$ cat config.mk
export PLATFORM = sky130hd
export DESIGN_NAME = op_tx
export DESIGN_NICKNAME = d
export VERILOG_FILES = /design/src/rtl/comms_pkg.sv /design/src/rtl/op_fifo.sv /design/src/rtl/op_tx.sv
export SDC_FILE = /design/constraint.sdc
export NUM_CORES = 1
export LEC_CHECK = 0
export CORE_ASPECT_RATIO = 0.9
export CORE_MARGIN = 10
export CORE_UTILIZATION = 25
export CTS_BUF_LIST = sky130_fd_sc_hd__clkbuf_4 sky130_fd_sc_hd__clkbuf_8
export DETAILED_ROUTE_END_ITERATION = 10
export PLACE_DENSITY_LB_ADDON = 0.2
export SETUP_SLACK_MARGIN = 0.2
export SYNTH_ARGS = -nofsm -noshare
export SYNTH_HDL_FRONTEND = slang
export SYNTH_SLANG_ARGS = --single-unit
$ cat constraint.sdc
create_clock -name clk_in -period 2.3 [get_ports clk_in]
set_clock_uncertainty 0.15 [all_clocks]
set_input_delay 0.46 -clock clk_in [delete_from_list [all_inputs] [get_ports clk_in]]
set_output_delay 0.46 -clock clk_in [all_outputs]
set_load 0.05 [all_outputs]
$ cat src/rtl/comms_pkg.sv
// Shared definitions for the single-wire op link.
//   op          : 4-bit op code type
//   OP_BITS     : data bits per frame
//   tx_state_t  : transmitter FSM states
//   LINE_IDLE / START_BIT : serial line levels
package comms_pkg;

  typedef logic [3:0] op;

  localparam int unsigned OP_BITS = 4;

  typedef enum logic [1:0] {
    StIdle,
    StStart,
    StData,
    StStop
  } tx_state_t;

  localparam logic LINE_IDLE = 1'b0;
  localparam logic START_BIT = 1'b1;

endpackage

$ cat src/rtl/op_fifo.sv
// Synchronous circular FIFO of op codes. Pointers carry one extra wrap bit so that
// full and empty are distinguishable without a separate count.
// Ports:
//   clk_in, rst_n_in : clock, asynchronous active-low reset (empties the FIFO)
//   push, wdata      : write strobe and data (caller guarantees !full)
//   pop, rdata       : read strobe and head-of-queue data (valid when !empty)
//   full, empty      : status flags
module op_fifo
  import comms_pkg::*;
#(
  parameter int unsigned DEPTH = 4
) (
  input  logic clk_in,
  input  logic rst_n_in,
  input  logic push,
  input  op    wdata,
  input  logic pop,
  output op    rdata,
  output logic full,
  output logic empty
);

  localparam int unsigned AW = (DEPTH > 1) ? $clog2(DEPTH) : 1;

  logic [AW:0] wr_ptr_q, rd_ptr_q;
  op           mem_q [DEPTH];

  assign empty = (wr_ptr_q == rd_ptr_q);
  assign full  = (wr_ptr_q[AW] != rd_ptr_q[AW]) &&
                 (wr_ptr_q[AW-1:0] == rd_ptr_q[AW-1:0]);
  assign rdata = mem_q[rd_ptr_q[AW-1:0]];

  always_ff @(posedge clk_in or negedge rst_n_in) begin
    if (!rst_n_in) begin
      wr_ptr_q <= '0;
      rd_ptr_q <= '0;
    end else begin
      if (push) wr_ptr_q <= wr_ptr_q + 1'b1;
      if (pop)  rd_ptr_q <= rd_ptr_q + 1'b1;
    end
  end

  // Storage needs no reset: entries are only read once the pointers say they were written.
  always_ff @(posedge clk_in) begin
    if (push) mem_q[wr_ptr_q[AW-1:0]] <= wdata;
  end

endmodule

$ cat src/rtl/op_tx.sv
// Serial transmitter for 4-bit op codes. Frame: high start bit, four data bits LSB
// first, low stop bit, each CLK_BAUD_RATIO clocks long. Line idles low.
// Optional feature macro: OP_TX_FIFO_EN adds a FIFO_DEPTH-entry input FIFO.
// Ports:
//   clk_in        : clock
//   rst_n_in      : asynchronous active-low reset (drops any frame, forces line low)
//   op_in         : op code to send
//   op_valid_in   : op_in valid
//   op_ready_out  : op_in accepted on a rising edge when valid && ready
//   tx_out        : serial line (registered)
//   busy_out      : frame in progress
module op_tx
  import comms_pkg::*;
#(
  parameter int unsigned CLK_BAUD_RATIO = 8,
  parameter int unsigned FIFO_DEPTH     = 4
) (
  input  logic clk_in,
  input  logic rst_n_in,
  input  op    op_in,
  input  logic op_valid_in,
  output logic op_ready_out,
  output logic tx_out,
  output logic busy_out
);

  localparam int unsigned CntW = $clog2(CLK_BAUD_RATIO);
  localparam logic [CntW-1:0] CntLast = CntW'(CLK_BAUD_RATIO - 1);
  localparam logic [1:0] IdxLast = 2'(OP_BITS - 1);

  if (CLK_BAUD_RATIO < 2 || FIFO_DEPTH < 2) begin : g_bad_param
    $error("op_tx: CLK_BAUD_RATIO and FIFO_DEPTH must both be >= 2");
  end

  tx_state_t       state_q, state_d;
  logic [CntW-1:0] cnt_q, cnt_d;
  logic [1:0]      idx_q, idx_d;
  op               shift_q, shift_d;
  logic            tx_q, tx_d;
  logic            bit_end;
  logic            start_req;
  op               start_op;

`ifdef OP_TX_FIFO_EN
  logic fifo_full, fifo_empty, fifo_push, fifo_pop;
  op    fifo_rdata;

  assign fifo_push    = op_valid_in && !fifo_full;
  // The pop edge is the IDLE->START edge, hence the extra cycle of latency.
  assign fifo_pop     = (state_q == StIdle) && !fifo_empty;
  assign op_ready_out = !fifo_full;
  assign start_req    = !fifo_empty;
  assign start_op     = fifo_rdata;

  op_fifo #(
    .DEPTH(FIFO_DEPTH)
  ) u_fifo (
    .clk_in  (clk_in),
    .rst_n_in(rst_n_in),
    .push    (fifo_push),
    .wdata   (op_in),
    .pop     (fifo_pop),
    .rdata   (fifo_rdata),
    .full    (fifo_full),
    .empty   (fifo_empty)
  );
`else
  assign op_ready_out = (state_q == StIdle);
  assign start_req    = op_valid_in;
  assign start_op     = op_in;
`endif

  assign bit_end  = (cnt_q == CntLast);
  assign busy_out = (state_q != StIdle);
  assign tx_out   = tx_q;

  always_comb begin
    state_d = state_q;
    cnt_d   = bit_end ? '0 : cnt_q + 1'b1;
    idx_d   = idx_q;
    shift_d = shift_q;
    unique case (state_q)
      StIdle: begin
        cnt_d = '0;
        idx_d = '0;
        if (start_req) begin
          state_d = StStart;
          shift_d = start_op;
        end
      end
      StStart: begin
        if (bit_end) begin
          state_d = StData;
          idx_d   = '0;
        end
      end
      StData: begin
        if (bit_end) begin
          shift_d = shift_q >> 1;
          idx_d   = idx_q + 2'd1;
          if (idx_q == IdxLast) state_d = StStop;
        end
      end
      StStop: begin
        if (bit_end) state_d = StIdle;
      end
    endcase
  end

  // Line level is a function of the next state so the flop presents it exactly
  // in the cycles that state occupies.
  always_comb begin
    tx_d = LINE_IDLE;
    case (state_d)
      StStart: tx_d = START_BIT;
      StData:  tx_d = shift_d[0];
      default: tx_d = LINE_IDLE;
    endcase
  end

  always_ff @(posedge clk_in or negedge rst_n_in) begin
    if (!rst_n_in) begin
      state_q <= StIdle;
      cnt_q   <= '0;
      idx_q   <= '0;
      shift_q <= '0;
      tx_q    <= LINE_IDLE;
    end else begin
      state_q <= state_d;
      cnt_q   <= cnt_d;
      idx_q   <= idx_d;
      shift_q <= shift_d;
      tx_q    <= tx_d;
    end
  end

endmodule

* Word-level counts from Yosys, hierarchy flattened *
Cells that the tools add are included.

operators by class
  add/sub/neg operators = 2
  $mul = 0
  divide/modulo/power cells = 0
  $lt $le $gt $ge = 0
  equality and inequality tests = 10
  shifts and indexed selects = 0
  muxes and demuxes = 15
  bitwise logic cells = 0
  reductions and logical operators = 6

operators by type and width
  kind                 number
  $mux 2               7
  $eq 2x2->1 const B   4
  $mux 4               2
  $pmux 2 s4           1
  $pmux 4 s2           1
  $mux 3               2
  $ne 2x2->1 const B   3
  $pmux 2 s3           1
  $reduce_and 3->1     2
  $eq 2x1->1 const B   2
  $reduce_bool 2->1    2
  $add 3x1->3 const B  1
  $eq 3x3->1 const B   1
  $reduce_bool 3->1    1
  $add 2x1->2 const B  1
  $logic_not 2->1      1
  $pmux 1 s2           1

storage, ports and cells
  flip-flop bits (word level) = 12
  latch bits = 0
  memory bits (writable) = 0
  memory bits (read-only) = 0
  output and inout port bits = 3
  word-level logic and storage cells = 39
  memories kept = 0

* Longest topological paths before layout *
Gate-level depths: netlist of the first run.

  depth in word-level cells = 6
  depth in mapped cells = 8

* Worst setup path before layout of the first run *
OpenSTA, ideal clock, no wires.

  kind = register to output
  from = register state_q[1]
  to = output port busy_out
  data arrival time = 1.472 ns
  data required time = 1.690 ns
  slack = 0.218 ns
  stages on the path, launching flop included = 4
  buffers on the path = 1
  cell sequence = dfrtp_1 -> buf_6 -> nor2_2 -> inv_1

on the way
  word-level cells in the longest chain between the ends = 1

ends and longest elaborated chain
  element                 line          text
  start, declared         op_tx.sv:35   tx_state_t state_q, state_d;
  start signal, assigned  op_tx.sv:123  state_q <= StIdle;
  start signal, assigned  op_tx.sv:129  state_q <= state_d;
  $reduce_bool 2->1       op_tx.sv:74   assign busy_out = (state_q != StIdle);
  end, declared           op_tx.sv:24   output logic busy_out

No other way between the ends.

* Worst setup path in the final report of the first run *
  from = register cnt_q[0]
  to = register tx_q (netlist: tx_out)

on the way
  word-level cells in the longest chain between the ends = 5
  elaborated cells on any way between the ends = 10
  classes of those cells = eq/ne (3); mux (7)

ends and longest elaborated chain
  element                                   line                                    text
  start, declared                           op_tx.sv:36                             logic [CntW-1:0] cnt_q, cnt_d;
  start signal, assigned                    op_tx.sv:130                            cnt_q <= cnt_d;
  $eq 3x3->1 *                              op_tx.sv:73                             assign bit_end = (cnt_q == CntLast);
  $mux 2 (on tied branches)                 op_tx.sv:105, op_tx.sv:92, op_tx.sv:98
  $pmux 2 s4                                op_tx.sv:82                             unique case (state_q)
  $eq 2x2->1 or $eq 2x1->1 (tied branches)  op_tx.sv:114                            case (state_d)
  $pmux 1 s2 *                              op_tx.sv:114
  via tx_d                                  op_tx.sv:39                             logic tx_q, tx_d;
  end signal, assigned                      op_tx.sv:133                            tx_q <= tx_d;
  end, declared                             op_tx.sv:39

The timed path passes the listed nets; every way through them passes the cells marked *. The select of a mux whose other input is x is not followed.
A chain may end at the register's enable or synchronous reset.

==> results of run 1 <==
registers in the layout, indices dropped and copies added, names as in the netlist:
name,cells
cnt_q,3
idx_q,2
shift_q,4
state_q,2
tx_out,1
layout by cell type (no fill, tap or decap), types with 2 or more instances in the layout:
cell | synthesis | final
dfrtp_1 | 12 | 12
clkdlybuf4s50_1 | 0 | 7
inv_1 | 4 | 4
and3_1 | 4 | 4
nand2_1 | 3 | 3
ha_1 | 6 | 3
clkbuf_4 | 0 | 3
and2b_1 | 2 | 2
nand2b_1 | 2 | 2
a221o_1 | 2 | 2
ha_2 | 0 | 2
buf_4 | 0 | 2
metal layers:
layer,track usage [%],up-vias,share of wire (%)
li1,-,219,-
met1,7.77,229,47
met2,8.44,8,48
met3,2.78,2,3.6
met4,2.13,0,1.4
met5,0,-,0
worst max-delay path by stage:
| stage | start | endpoint | slack [ns] | cells after the start |
|---|---|---|---|---|
| floorplan | state_q[1] | busy_out | 0.22 | 3 |
| global placement | op_valid_in | tx_out | 0.15 | 6 |
| detailed placement | op_valid_in | tx_out | 0.07 | 6 |
| CTS | state_q[1] | busy_out | 0.21 | 3 |
| global route | cnt_q[0] | tx_out | 0.1 | 8 |
| finish | cnt_q[0] | tx_out | 0.27 | 7 |
critical path, delay by kind of cell, from the launching register on:
kind	cells	cell delay, ns
compound gates	2	0.40
fa+ha+maj	3	0.66
flops	1	0.39
simple gates	2	0.35
cell type report:
class | count | area (um2)
clock buffers | 4 | 36.3
fillers | 255 | 1590
inverters | 4 | 15.0
multi-input cells | 37 | 347
flip-flops and latches | 12 | 300
well taps | 28 | 35.0
repair buffers | 10 | 105
kinds of logic after synthesis:
family,count (synthesis)
buffers and inverters,5
flip-flops,12
adder cells (fa/ha/maj),7
XOR/XNOR,1
AO/OA/AOI/OAI,8
multiplexers,2
AND/OR/NAND/NOR,19
stage by stage:
step	instance area [um2]	util (%)
final	838	34.6
after global routing	838	34.6
after CTS	802	33.1
after detailed placement	758	31.3
after global placement	758	31.3
after floorplan	629	-
where the power goes:
group          switching [W]  internal [W]  total [W]
registers          0.0000955      0.000307   0.000402
clock network      0.0000739     0.0000963   0.000170
logic               0.000268      0.000275   0.000543
timing repair:
action                                  in CTS  in global routing
endpoints found under the hold margin        0                  0
endpoints found under the setup margin       1                  2
resized for setup                            2                  5
pin swaps                                    2                  0
==> results.toml, run 1 <==
[timing]
relSlewSlack_pct = 62.0
final_hold_viol_count = 0
fmax_ghz = 0.492
setup_tns_ns = 0
setup_ws_ns = 0.267
holdWs_ns = 0.291
setup_viol = 0
period_minus_slack_ns = 2.03
fin_crit_sh_pct = 88.4
rsz0062_at_grt = "yes"
worstMarginPinSlew_ns = 0.568
finalMaxSlewViolations = 0

[drt]
wl_um = 1320
vias = 458
drtIter0Drc = 14
dr.pass1.iters = 4
ant_nets = 0
vias_per_cell = 4.82
routedWlPerCell_um = 13.9
drc = 0

[yosys]
post-synth-top-count-cell = "dfrtp_1"
yosys_register_bits = 12
async_flop_share_pct = 100
synthFlopType = "dfrtp_1"
muxShareOfSynthArea_pct = 3.38
yosys.area_share.xor_xnor_pct = 1.39
synthTopCellsByCount = "12 x dfrtp_1, 6 x ha_1, 4 x and3_1, 4 x inv_1, 3 x nand2_1"
synth_compound_area_share_pct = 10.9
synth-edff-count = 0
synth-simple-area-share_pct = 18.7
netlist_instances = 54
seq_area_frac_synth_pct = 47.7
synth_top_family_by_area = "simple AND/OR/NAND/NOR gates"
yosys_warnings = 0
synthesis.nets = 67
synth_area_leaders = "dfrtp_1 48%, ha_1 12%, and3_1 4.0%"
ys_types = 27
synth.largest_area_cell = "dfrtp_1"
synth_top_area_share_pct = 47.7
synthAdderAreaFrac_pct = 13.7
avgSynthCellArea_um2 = 11.7
syn_area_um2 = 629

[placement]
dp_cells = 91
pre_cts_ws_ns = 0.0718
dp_hpwl_um = 1010
gp_congestion = 0.783
io_buffers = 9

[setup_path]
path_class = "reg2reg"
crit_arrival_ns = 2.08
rr_worst_depth = 7
worstPathRequired_ns = 2.34
rrSetupSlack_ns = 0.27
worst_r2r_endpoint = "tx_out"
crit_chain = "ha_1 > ha_2 > and3_1 > o31ai_4 > ha_4 > nand2b_1 > o221ai_1"
endpoint_kind = "flop"
critPathLaunchType = "flop"
critPathMaxStageDelay_ns = 0.39
r2r-start = "cnt_q[0]"
slowest_stage = "dfrtp_1"
crit_fanout = 3

[floorplan]
dieArea_mm2 = 0.00493
die_x_um = 72.9
fp-row-count = 17
die_y_um = 67.6
floorplan.initialDensity_pct = 26.0
core_area_mm2 = 0.00242
ioPinCount = 10

[outcome]
status = "completed"

[cts]
clk_path_buf_depth = 2
tritoncts = "built"
htreeDepth = 1
cts_root_buf = "clkbuf_4"
clk_pin_slew_ns = 0.08
cts_buffers = 3
clk_latency_ns = 0.27
clkSinkCount = 12
cts_setup_buffers = 0
cts_hold_buf = 0

[power]
irDropWorstVdd_mv = 0.655
p_leak_nw = 0.380
power_density_mw_per_mm2 = 1330
total_power_w = 0.00112

[layout]
antennaDiodeCount = 0
area_delta_synth_final_pct = 33.2
finalNonFillerCells = 95
drive_gt1_share_pct = 25.4
layout.nets = 81

[worst_hold_path]
worstHoldEndpoint = "cnt_q[0]"
worstHoldStart = "cnt_q[0]"
hold_path_class = "reg2reg"
whs_path_depth = 1

[global_routing]
grt_pass1_wl_um = 2280
antenna_found_initial = 0
track_usage_pct = 5.98
grt_overflow = 0
grt_pass1_vias = 484
grt_max_degree = 13

[job]
cap_viol_max_count = 0
(Power assumes the default switching activity.)
==> inputs of run 2 (changes only) <==
==> constraint.sdc (replaced) <==
create_clock -name clk_in -period 2.2 [get_ports clk_in]
set_clock_uncertainty 0.15 [all_clocks]
set_input_delay 0.44 -clock clk_in [delete_from_list [all_inputs] [get_ports clk_in]]
set_output_delay 0.44 -clock clk_in [all_outputs]
set_load 0.05 [all_outputs]
==> run 2 against run 1 <==
Effect of this change:
- flip-flop and latch count is the same
- first-iteration DRC count shrank 79%
- final cell count is the same
- critical path type unchanged
- critical path depth grew 1
- worst setup slack lost 0.063 ns
- combinational power grew 19%
- sequential power grew 2%
- die area is the same
- worst hold slack gained 0.044 ns
- clock power shrank 20%
==> results.toml, run 2 (same netlist as run 1, synthesis figures left out) <==
[outcome]
status = "completed"

[timing]
worstMarginPinSlew_ns = 0.592
relSlewSlack_pct = 60.4
setup_viol = 0
setup_tns_ns = 0
finalMaxSlewViolations = 0
setup_ws_ns = 0.205
period_minus_slack_ns = 2.00
rsz0062_at_grt = "yes"
fmax_ghz = 0.501
final_hold_viol_count = 0
fin_crit_sh_pct = 90.7

[layout]
layout.nets = 82
area_delta_synth_final_pct = 39.2
largest_reg_flops = 4
top_regs = "shift_q (4), cnt_q (3)"
fillers = 254
antennaDiodeCount = 0
top_register = "shift_q"
mostFrequentLayoutCell = "dfrtp_1"
drive_gt1_share_pct = 29.9
final_cell_mix = "12 x dfrtp_1, 6 x clkdlybuf4s50_1, 4 x inv_1, 4 x ha_1"

[power]
p_seq_share_pct = 34.5
power_density_mw_per_mm2 = 1360
irDropWorstVdd_mv = 0.746
comb_power_share_pct = 54.1
p_sw_w = 0.000471
switching_share_pct = 39.5
p_leak_nw = 0.405
p_int_w = 0.000722
p_clk_share_pct = 11.4

[setup_path]
crit_arrival_ns = 2.04
endpoint_kind = "flop"
rr_worst_depth = 8
critPathLaunchType = "flop"
worstPathRequired_ns = 2.24
path_class = "reg2reg"
crit_fanout = 3

[drt]
wl_um = 1300
routedWlPerCell_um = 13.7
vias = 460
dr.pass1.iters = 2
drc = 0
ant_nets = 0
drtIter0Drc = 3
vias_per_cell = 4.84

[worst_hold_path]
whs_path_depth = 1
hold_path_class = "reg2reg"

[cts]
clk_path_buf_depth = 2
clkSinkCount = 12
cts_setup_buffers = 0
clk_latency_ns = 0.27
htreeDepth = 1
clk_pin_slew_ns = 0.08
tritoncts = "built"
cts_hold_buf = 0
cts_root_buf = "clkbuf_4"
cts_buffers = 3

[job]
cap_viol_max_count = 0

[global_routing]
grt_overflow = 0
antenna_found_initial = 0
grt_pass1_vias = 464
grt_max_degree = 13
track_usage_pct = 5.81
grt_pass1_wl_um = 2190

[placement]
gp_congestion = 0.713
dp_hpwl_um = 944
pre_cts_ws_ns = 0.0737
io_buffers = 9

[floorplan]
ioPinCount = 10
die_y_um = 67.6
core_area_mm2 = 0.00242
fp-row-count = 17
die_x_um = 72.9
floorplan.initialDensity_pct = 26.0
dieArea_mm2 = 0.00493
## run 2: cell types whose count changed in the layout (fill, tap and decap cells not counted), sizes merged
| cell | previous run | this run |
|---|---|---|
| clkbuf | 4 | 3 |
| dlymetal6s2s | 0 | 1 |
| buf | 3 | 4 |
| clkdlybuf4s50 | 7 | 6 |
## run 2: worst max-delay path, cell delays in order, from the launching register on
cell      delay (ns)
dfrtp_1         0.41
ha_4            0.18
ha_4            0.15
and3_4          0.18
o31ai_4         0.23
ha_1            0.29
nor2_1          0.11
nand2_1         0.08
o221ai_2        0.15
## run 2: layer usage
layer | track usage [%] | up-vias | wire (um)
met1 | 7.12 | 223 | 649
met3 | 4.25 | 0 | 136
met4 | 1.42 | 0 | 0
li1 | - | 226 | -
met5 | 0 | - | 0
met2 | 7.90 | 11 | 511
## run 2: stage by stage
stage          std cells  power (W)  hold WS (ns)  utilization [%]  area [um2]
2_1_floorplan         54   0.000797      -0.00559                -         639
3_3_place_gp          92   0.000956         0.285             32.5         788
3_5_place_dp          92   0.000961         0.287             32.5         788
4_1_cts               95    0.00112         0.299             34.0         823
5_1_grt               95    0.00131         0.359             36.1         876
6_report              95    0.00119         0.335             36.1         876
## run 2: power by group through the flow
| stage | registers [W] | clock network [W] | logic, W |
|---|---|---|---|
| detailed placement | 0.000400 | 0 | 0.000561 |
| global placement | 0.000398 | 0 | 0.000558 |
| CTS | 0.000398 | 0.000145 | 0.000579 |
| global route | 0.000424 | 0.000159 | 0.000724 |
| floorplan | 0.000405 | 0 | 0.000392 |
| finish | 0.000412 | 0.000136 | 0.000646 |
## run 2: path summary, 6_finish.rpt
kind | start | to | slack (ns)
setup / recovery | cnt_q[0] | tx_out | 0.20
hold / removal | cnt_q[0] | cnt_q[0] | 0.33
setup reg to reg | cnt_q[0] | tx_out | 0.20
hold reg to reg | cnt_q[0] | cnt_q[0] | 0.33
max in group asynchronous | rst_n_in | cnt_q[1] | 1.12
min in group asynchronous | rst_n_in | tx_out | 0.39
## run 2: area by class of cell
class | count | area (um2) | share of cell area (%)
Clock buffer | 3 | 22.5 | 2.57
Inverter | 4 | 15.0 | 1.71
Multi-Input combinational cell | 37 | 375 | 42.9
Sequential cell | 12 | 300 | 34.3
Tap cell | 28 | 35.0 | 4.00
Timing Repair Buffer | 11 | 128 | 14.6
## run 2: repair_timing
| item | 4_1_cts | 5_1_grt |
|---|---|---|
| endpoints found under the hold margin | 0 | 0 |
| pin swaps | 5 | 5 |
| gates cloned | 0 | 0 |
| gates resized for setup | 3 | 8 |
| endpoints found under the setup margin | 1 | 3 |
